--- src/rtl/hc595_scan_driver.sv ---
// Serialises eight 7-segment bytes to a chained pair of 74HC595s, one multiplexed digit per latch.
// Define GHOST_BLANK_EN to shift and latch a blank word (16'hFF00) ahead of every data word.
module hc595_scan_driver #(
    parameter int CLK_DIV    = 4,
    parameter int NUM_DIGITS = 8
) (
    input  logic        clk,
    input  logic        rst,
    input  logic        enable,
    input  logic [63:0] seg_data,
    output logic        sclk,
    output logic        rclk,
    output logic        dio,
    output logic        busy,
    output logic [2:0]  digit_idx,
    output logic        frame_done
);

    typedef enum logic [2:0] {
        IDLE,
        LOAD,
        SHIFT_LO,
        SHIFT_HI,
        LATCH_HI,
        LATCH_LO
    } state_t;

    localparam logic [15:0] TICK_LAST  = 16'(CLK_DIV - 1);
    localparam logic [2:0]  LAST_DIGIT = 3'(NUM_DIGITS - 1);
    localparam logic [15:0] BLANK_WORD = 16'hFF00;

    state_t      state_q, state_d;
    logic [15:0] presc_q, presc_d;
    logic [3:0]  bit_q, bit_d;
    logic [63:0] snap_q, snap_d;
    logic [2:0]  digit_idx_q, digit_idx_d;
    logic        blank_q, blank_d;
    logic        sclk_q, sclk_d;
    logic        rclk_q, rclk_d;
    logic        dio_q, dio_d;
    logic        busy_q, busy_d;
    logic        frame_done_q, frame_done_d;
    logic        tick;
    logic [15:0] word_d;

    always_comb begin
        tick         = (presc_q == TICK_LAST);
        state_d      = state_q;
        bit_d        = bit_q;
        snap_d       = snap_q;
        digit_idx_d  = digit_idx_q;
        blank_d      = blank_q;
        frame_done_d = 1'b0;
        presc_d      = (state_q == IDLE || state_q == LOAD || tick) ? 16'd0 : presc_q + 16'd1;

        case (state_q)
            IDLE: begin
                if (enable) begin
                    state_d = LOAD;
                end
            end
            LOAD: begin
                if (digit_idx_q == 3'd0) begin
                    snap_d = seg_data;
                end
`ifdef GHOST_BLANK_EN
                blank_d = 1'b1;
`else
                blank_d = 1'b0;
`endif
                bit_d   = 4'd15;
                state_d = SHIFT_LO;
            end
            SHIFT_LO: begin
                if (tick) begin
                    state_d = SHIFT_HI;
                end
            end
            SHIFT_HI: begin
                if (tick) begin
                    if (bit_q == 4'd0) begin
                        state_d = LATCH_HI;
                    end else begin
                        bit_d   = bit_q - 4'd1;
                        state_d = SHIFT_LO;
                    end
                end
            end
            LATCH_HI: begin
                if (tick) begin
                    state_d = LATCH_LO;
                end
            end
            LATCH_LO: begin
                if (tick) begin
                    // A latched blank word is followed straight away by the data word of the same digit.
                    if (blank_q) begin
                        blank_d = 1'b0;
                        bit_d   = 4'd15;
                        state_d = SHIFT_LO;
                    end else begin
                        frame_done_d = (digit_idx_q == LAST_DIGIT);
                        digit_idx_d  = frame_done_d ? 3'd0 : digit_idx_q + 3'd1;
                        state_d      = enable ? LOAD : IDLE;
                    end
                end
            end
            default: state_d = IDLE;
        endcase

        // Pin values are derived from the next state so they change together with it.
        word_d = blank_d ? BLANK_WORD
                         : {snap_d[{digit_idx_d, 3'b000} +: 8], 8'd1 << digit_idx_d};
        sclk_d = (state_d == SHIFT_HI);
        rclk_d = (state_d == LATCH_HI);
        dio_d  = (state_d == SHIFT_LO || state_d == SHIFT_HI) ? word_d[bit_d] : 1'b0;
        busy_d = (state_d == SHIFT_LO || state_d == SHIFT_HI ||
                  state_d == LATCH_HI || state_d == LATCH_LO);
    end

    always_ff @(posedge clk) begin
        if (rst) begin
            state_q      <= IDLE;
            presc_q      <= 16'd0;
            bit_q        <= 4'd0;
            snap_q       <= '1;
            digit_idx_q  <= 3'd0;
            blank_q      <= 1'b0;
            sclk_q       <= 1'b0;
            rclk_q       <= 1'b0;
            dio_q        <= 1'b0;
            busy_q       <= 1'b0;
            frame_done_q <= 1'b0;
        end else begin
            state_q      <= state_d;
            presc_q      <= presc_d;
            bit_q        <= bit_d;
            snap_q       <= snap_d;
            digit_idx_q  <= digit_idx_d;
            blank_q      <= blank_d;
            sclk_q       <= sclk_d;
            rclk_q       <= rclk_d;
            dio_q        <= dio_d;
            busy_q       <= busy_d;
            frame_done_q <= frame_done_d;
        end
    end

    assign sclk       = sclk_q;
    assign rclk       = rclk_q;
    assign dio        = dio_q;
    assign busy       = busy_q;
    assign digit_idx  = digit_idx_q;
    assign frame_done = frame_done_q;

endmodule

--- config.mk ---
export PLATFORM = sky130hd
export DESIGN_NAME = hc595_scan_driver
export DESIGN_NICKNAME = d
export VERILOG_FILES = /design/src/rtl/hc595_scan_driver.sv
export SDC_FILE = /design/constraint.sdc
export NUM_CORES = 1
export LEC_CHECK = 0
export CAP_MARGIN = 5
export CORE_MARGIN = 1.5
export CORE_UTILIZATION = 50
export CTS_CLUSTER_SIZE = 24
export DETAILED_ROUTE_END_ITERATION = 16
export PLACE_DENSITY = 0.76
export SETUP_SLACK_MARGIN = 0.4
export SYNTH_ARGS = -nofsm -noshare
export SYNTH_HDL_FRONTEND = slang
export SYNTH_SLANG_ARGS = --single-unit
--- constraint.sdc ---
create_clock -name clk -period 3.65 [get_ports clk]
set_input_delay 0.5475 -clock clk [delete_from_list [all_inputs] [get_ports clk]]
set_output_delay 0.5475 -clock clk [all_outputs]
set_load 0.1 [all_outputs]
# Word level (Yosys, flattened, before mapping)
# Index checks and enable logic that the tools add are counted.
totals:
  output_inout_bits: 8
  inputBits: 67
  reg_bits: 96
  elab_cells: 67
classes:
  n_shift: 2
  n_addsub: 3
  n_lt_le_gt_ge: 1
  n_mux: 25
  n_eq_ne: 11
  bitwise_logic: 3
  reduce_logical: 11
op_table:
  columns: ["cell", "count"]
  rows:
  - ["64-bit two-way mux", 2]
  - ["64-bit by 7-bit variable part select with 8-bit output", 1]
  - ["3-bit two-way mux", 10]
  - ["3-bit one-hot mux with 6 select lines", 1]
  - ["16-bit by 1-bit adder with 16-bit output (second input constant)", 1]
  - ["16-bit by 2-bit equality test with 1-bit output (second input constant)", 1]
  - ["16-bit two-way mux", 1]
  - ["4-bit two-way mux", 4]
  - ["3-bit equality test (second input constant)", 5]
  - ["3-bit by 2-bit equality test with 1-bit output (second input constant)", 4]
  - ["4-bit one-hot mux with 3 select lines", 1]
  - ["1-bit by 3-bit << shifter with 8-bit output (first input constant)", 1]
  - ["3-bit zero test", 2]
  - ["1-bit logical OR", 5]
  - ["4-bit by 5-bit less-than comparator with 1-bit output (second input constant)", 1]
  - ["1-bit binary-select mux with 4-bit select", 1]
  - ["4-bit zero test", 1]
  - ["2-bit OR reduction", 2]
  - ["4-bit OR reduction", 1]
  - ["4-bit by 1-bit subtractor with 4-bit output (second input constant)", 1]
  - ["3-bit by 1-bit adder with 3-bit output (second input constant)", 1]
  - ["3-bit by 1-bit equality test with 1-bit output (second input constant)", 1]
  - ["1-bit two-way mux", 3]
  - ["1-bit NOT", 3]
  - ["2 further kinds", 2]

# Logic depth before layout (Yosys ltp)
logic_depth:
  ltp_word: 9
  mapped_depth: 12
  ltp_nobuf: 10

# Least setup slack after synthesis
# Ideal clock, no wire load.
synth_timing:
  kind: "register to register"
  startpoint: "register digit_idx_q[1], in the netlist digit_idx[1]"
  endpoint: "register dio_q, in the netlist dio"
  setup_time_ps: 122
  slack_ps: 179
  n_path_buf: 2
  path_stages_with_launch: 12
  period_less_slack_ps: 3471
  t_arrival_ps: 3349
  required_ps: 3528
  path_cell_list: "dfxtp_1 inv_1 ha_1 nand3_1 buf_4 buf_1 mux2i_1 o22ai_1 or3_1 nand4_1 nand4_1 o311a_1"
synth_via:
  elab_chain_len: 9
  word_cells_on_any_way: 14
  cone_classes: "1 x add/sub; 1 x eq/ne; 2 x shift; 9 x mux; 1 x reduce/logical"
synth_lines:
  columns: ["item", "line", "text"]
  rows:
  - ["from (decl)", "36", "logic [2:0] digit_idx_q, digit_idx_d;"]
  - ["from (signal assigned)", "139", "digit_idx_q <= digit_idx_d;"]
  - ["3-bit by 1-bit adder with 3-bit output or 3-bit equality test (tied branches)", "103, 102", null]
  - ["3-bit two-way mux", "103", "digit_idx_d = frame_done_d ? 3'd0 : digit_idx_q + 3'd1;"]
  - ["3-bit two-way mux", "97", "if (blank_q) begin"]
  - ["3-bit two-way mux", "95", "if (tick) begin"]
  - ["3-bit two-way mux", "56", "case (state_q)"]
  - ["64-bit by 7-bit variable part select with 8-bit output or 1-bit by 3-bit << shifter with 8-bit output (tied branches)", "113", ": {snap_d[{digit_idx_d, 3'b000} +: 8], 8'd1 << digit_idx_d};"]
  - ["16-bit two-way mux *", "112", "word_d = blank_d ? BLANK_WORD"]
  - ["1-bit binary-select mux with 4-bit select *", "116", "dio_d = (state_d == SHIFT_LO || state_d == SHIFT_HI) ? word_d[bit_d] : 1'b0;"]
  - ["1-bit two-way mux (implied by the code) *", "116", null]
  - ["to (signal assigned)", "143", "dio_q <= dio_d;"]
  - ["to (decl)", "40", "logic dio_q, dio_d;"]
# Every way passes the cells marked *; elsewhere a longest branch is shown, timed or not. The select of a mux whose other input is x is not followed.
# A chain may end at the register's enable or synchronous reset.

# Final worst setup path
layout_timing:
  startpoint: "register presc_q[0]"
  endpoint: "register dio_q, in the netlist dio"
layout_via:
  elab_chain_len: 7
  word_cells_on_any_way: 23
  cone_classes: "3 x eq/ne; 2 x shift; 15 x mux; 1 x bitwise; 2 x reduce/logical"
layout_lines:
  columns: ["item", "line", "text"]
  rows:
  - ["from (decl)", "33", "logic [15:0] presc_q, presc_d;"]
  - ["from (signal assigned)", "136", "presc_q <= presc_d;"]
  - ["16-bit by 2-bit equality test with 1-bit output *", "47", "tick = (presc_q == TICK_LAST);"]
  - ["3-bit two-way mux, on equally long branches", null, null]
  - ["3-bit two-way mux or 3-bit one-hot mux with 6 select lines (tied branches)", "56", null]
  - ["64-bit by 7-bit variable part select with 8-bit output (tied with other cells)", "113", null]
  - ["16-bit two-way mux or 1-bit logical OR (tied branches)", "112, 116", null]
  - ["1-bit binary-select mux with 4-bit select or 1-bit NOT (tied branches)", null, null]
  - ["1-bit two-way mux (implied by the code) or 2-bit OR reduction (tied branches)", null, null]
# Marked as above.

==> results.md <==
* CP top delay family: simple AND/OR/NAND/NOR gates
* Post-route DRC violation count at 0
* Cell depth of the worst hold path at 1
* Worst max-slew margin expressed relative to the limit at 0.354
* NumNets Final at 610
* Part of the Yosys area used for sequential elements at 0.426
* Final total negative setup slack at 0 ns
* Global-route wire length before repair at 17000 um
* Initial Utilization at 0.518
* Final critical delay including setup and external delays at 3.08 ns
* Post-Syn Instances at 465
* Iteration count of the initial detailed-routing pass at 5
* Critical-path top delay cell: or4_1
* Destination of the worst hold path: presc_q[0]
* Maximum clock path buffer count at 2
* Routed vias at 3677
* Fraction of synthesized cell area in xor and xnor cells at 0.0233
* Number of unique standard cell types used by synthesis at 56
* Synthesis-to-finish area growth at 24.1%
* WP buf/inv at 1
* Maximum number of pins on one net before global-route repair at 78
* Final worst path period share at 0.843
* Num ports at 75
* Critical Path Source Type: flip-flop
* Number of global-route vias before repair at 3547
* # hold bufs at CTS at 0
* Share of synthesized cell area in and, or, nand and nor gates at 0.214
* Routability congestion estimate at 0.874
* Share of cell area taken by muxes after synthesis at 0.154
* Clock sink total at 96
* Setup slack at placement at 0.356 ns
* Main combinational cell family by area after synthesis: simple AND/OR/NAND/NOR gates
* Beginning of the worst hold path: presc_q[0]
* Antenna-violating nets left at 0
* Max-slew violation total from the final report at 0
* Area share of fa/ha/maj cells after synthesis at 0.0139
* Leak Pwr at 2.34 nW
* DR WL/cell at 16.0 um
* Maximum operating frequency at 325 MHz
* Mapped Nets at 537
* Clock latency on the worst-skew pair at 0.37 ns
* Endpoint of the most critical register-to-register path: dio
* Hold Crit Class: reg -> reg
* Hold Violations, Final at 0
* Aggregate routed wire length at 10400 um
* Final worst clock skew at 0.0120 ns
* Synth area leaders: dfxtp_1, mux2i_1, nand2b_1
* Unrepaired setup endpoints after global routing: no
* Cell taking the most area after synthesis: dfxtp_1
* Synthesized flop and latch total at 96
* Path depth of the worst reg2reg path at 11
* Compound-Gate Fraction of Synth Area at 0.127
* Slowest Stage Delay on Critical Path at 0.48 ns
* Final Util at 0.642
* Reg-to-reg startpoint: presc_q[0]
* Fin worst setup slack at 0.572 ns
* PwrDens at 382 nW/um^2
* Port Buffer Count at 74
* Critical path capture point type: flip-flop
* Max-cap check violation count at 0
* Detailed-placement wirelength estimate at 7430 um
* Crit Path Class: reg -> reg
* Result of the run: finished clean
* Die Ht at 98.0 um
* Clock Pin Slew Worst Setup and Hold Paths at 0.10 ns
* Initial antenna violation count at 0
* Share of final-layout standard cells stronger than drive strength 1 at 0.0939
* Count of final setup violators at 0
* Share of synthesized registers carrying an async set or reset at 0
* Clock tree from TritonCTS: yes
* Post-synth EDFFs at 0
* Cts bufs inserted at 9
* Peak fanout along the critical path at 10
* Number of synthesis warnings at 0
* Number of antenna cells inserted at 0
* Average instance area after synthesis at 9.71 sq um
* Routed via count divided by cell count at 5.65
* Cell Chain, Critical Path: ha_1 -> nor4b_2 -> and4_2 -> nand2_4 -> a32oi_4 -> buf_4 -> nor2_1 -> or4_1 -> o211ai_1 -> nand4_1 -> o311a_1
* Cell area after synthesis at 4510 sq um
* Fill cell count at 699
* Width of the die at 98.0 um
* Worst IR Drop VDD at 248 uV
* Required time worst endpoint at 3.90 ns
* Count of routing violations after the opening detailed-route iteration at 218
* Primary FF master, synth: dfxtp_1
* Global route overflow at 0
* Core footprint at 8720 sq um
* Total routing usage reported by global routing at 0.215
* Worst R2R Setup Slack at 0.57 ns
* Critical Path AT at 3.33 ns
* Final total power at 0.00214 W
* Worst Tran Pin Value at 0.967 ns
* Fraction of synthesized cell area taken by the top area cell type at 0.426
* DIE AREA at 9610 sq um
* CTS Root Buffer Type: clkbuf_8
* H-tree lvl count at 3
* Rows at 34
## synth_stat cells, drive strengths merged, types with 8 or more instances
master	instances
or3	14
inv	13
a21oi	10
o21ai	8
clkbuf	12
dfxtp	96
mux2i	67
nand2	16
nand2b	64
buf	13
nand3	10
nor2	36
o22ai	27
## per-layer routing
metal,GRT usage,up-vias,share of wire
li1,-,1801,-
met2,0.346,129,0.47
met4,0.0791,0,0.017
met1,0.291,1732,0.46
met3,0.0379,15,0.057
met5,0,-,0
## where the power goes
part | internal [W] | total [W] | switching [W]
Sequential | 0.00109 | 0.00111 | 0.0000183
Combinational | 0.000178 | 0.000354 | 0.000176
Clock | 0.000262 | 0.000672 | 0.000410
## how the worst max path moves through the flow
stage,startpoint,end,slack (ns),depth (start not counted)
after global placement,presc_q[0],dio,0.53,9
after CTS,presc_q[0],dio,0.49,11
after floorplan,digit_idx[0],dio,0.58,11
after global routing,presc_q[0],dio,0.41,9
after detailed placement,presc_q[0],dio,0.36,9
final,presc_q[0],dio,0.57,11
## kinds of logic after synthesis
family,count (synthesis)
simple gates,171
flops,96
compound gates,74
mux,69
buf+inv,38
xor+xnor,12
fa+ha+maj,5
## metrics by stage
| stage | hold WS, ns | area (sq um) | instances |
|---|---|---|---|
| 6_report | 0.483 | 5600 | 651 |
| 5_1_grt | 0.506 | 5600 | 651 |
| 4_1_cts | 0.490 | 5540 | 647 |
| 3_5_place_dp | 0.467 | 5310 | 627 |
| 3_3_place_gp | 0.442 | 5310 | 627 |
| 2_1_floorplan | 0.426 | 4520 | 465 |
## area by class of cell
type                            instances  area, sq um  share of cell area
Sequential cell                        96         1920               0.344
Clock inverter                          7         66.3              0.0118
Inverter                               13         48.8             0.00871
Clock buffer                            9          124              0.0221
Tap cell                              108          135              0.0241
Timing Repair Buffer                   87          858               0.153
Multi-Input combinational cell        331         2440               0.436
## placed cells by master (no fill, tap or decap), types with 8 or more instances in the layout
| cell type | n |
|---|---|
| mux2i_1 | 67 |
| clkdlybuf4s50_1 | 73 |
| nand2b_1 | 64 |
| o22ai_1 | 27 |
| inv_1 | 12 |
| dfxtp_1 | 94 |
| nor2_1 | 36 |
| buf_4 | 11 |
| clkbuf_8 | 9 |
| a21oi_1 | 10 |
| nand3_1 | 9 |
| o21ai_0 | 8 |
| or3_1 | 14 |
| nand2_1 | 15 |
## registers in the layout (all words and copies together) (netlist names)
name / count
bit_q: 4
blank_q: 1
busy: 1
digit_idx: 3
dio: 1
frame_done: 1
presc_q: 16
rclk: 1
sclk: 1
snap_q: 64
state_q: 3
## timing repair
action	CTS	global route
pin swaps	2	2
resized for setup	1	4
setup buffers	4	4
setup endpoints to repair	1	1
## worst register-to-register path, cell delays in order (launching register included)
cell	delay (ns)
dfxtp_1	0.39
ha_1	0.22
nor4b_2	0.25
and4_2	0.42
nand2_4	0.16
a32oi_4	0.40
buf_4	0.26
nor2_1	0.06
or4_1	0.48
o211ai_1	0.11
nand4_1	0.11
o311a_1	0.14
(Power assumes the default switching activity.)
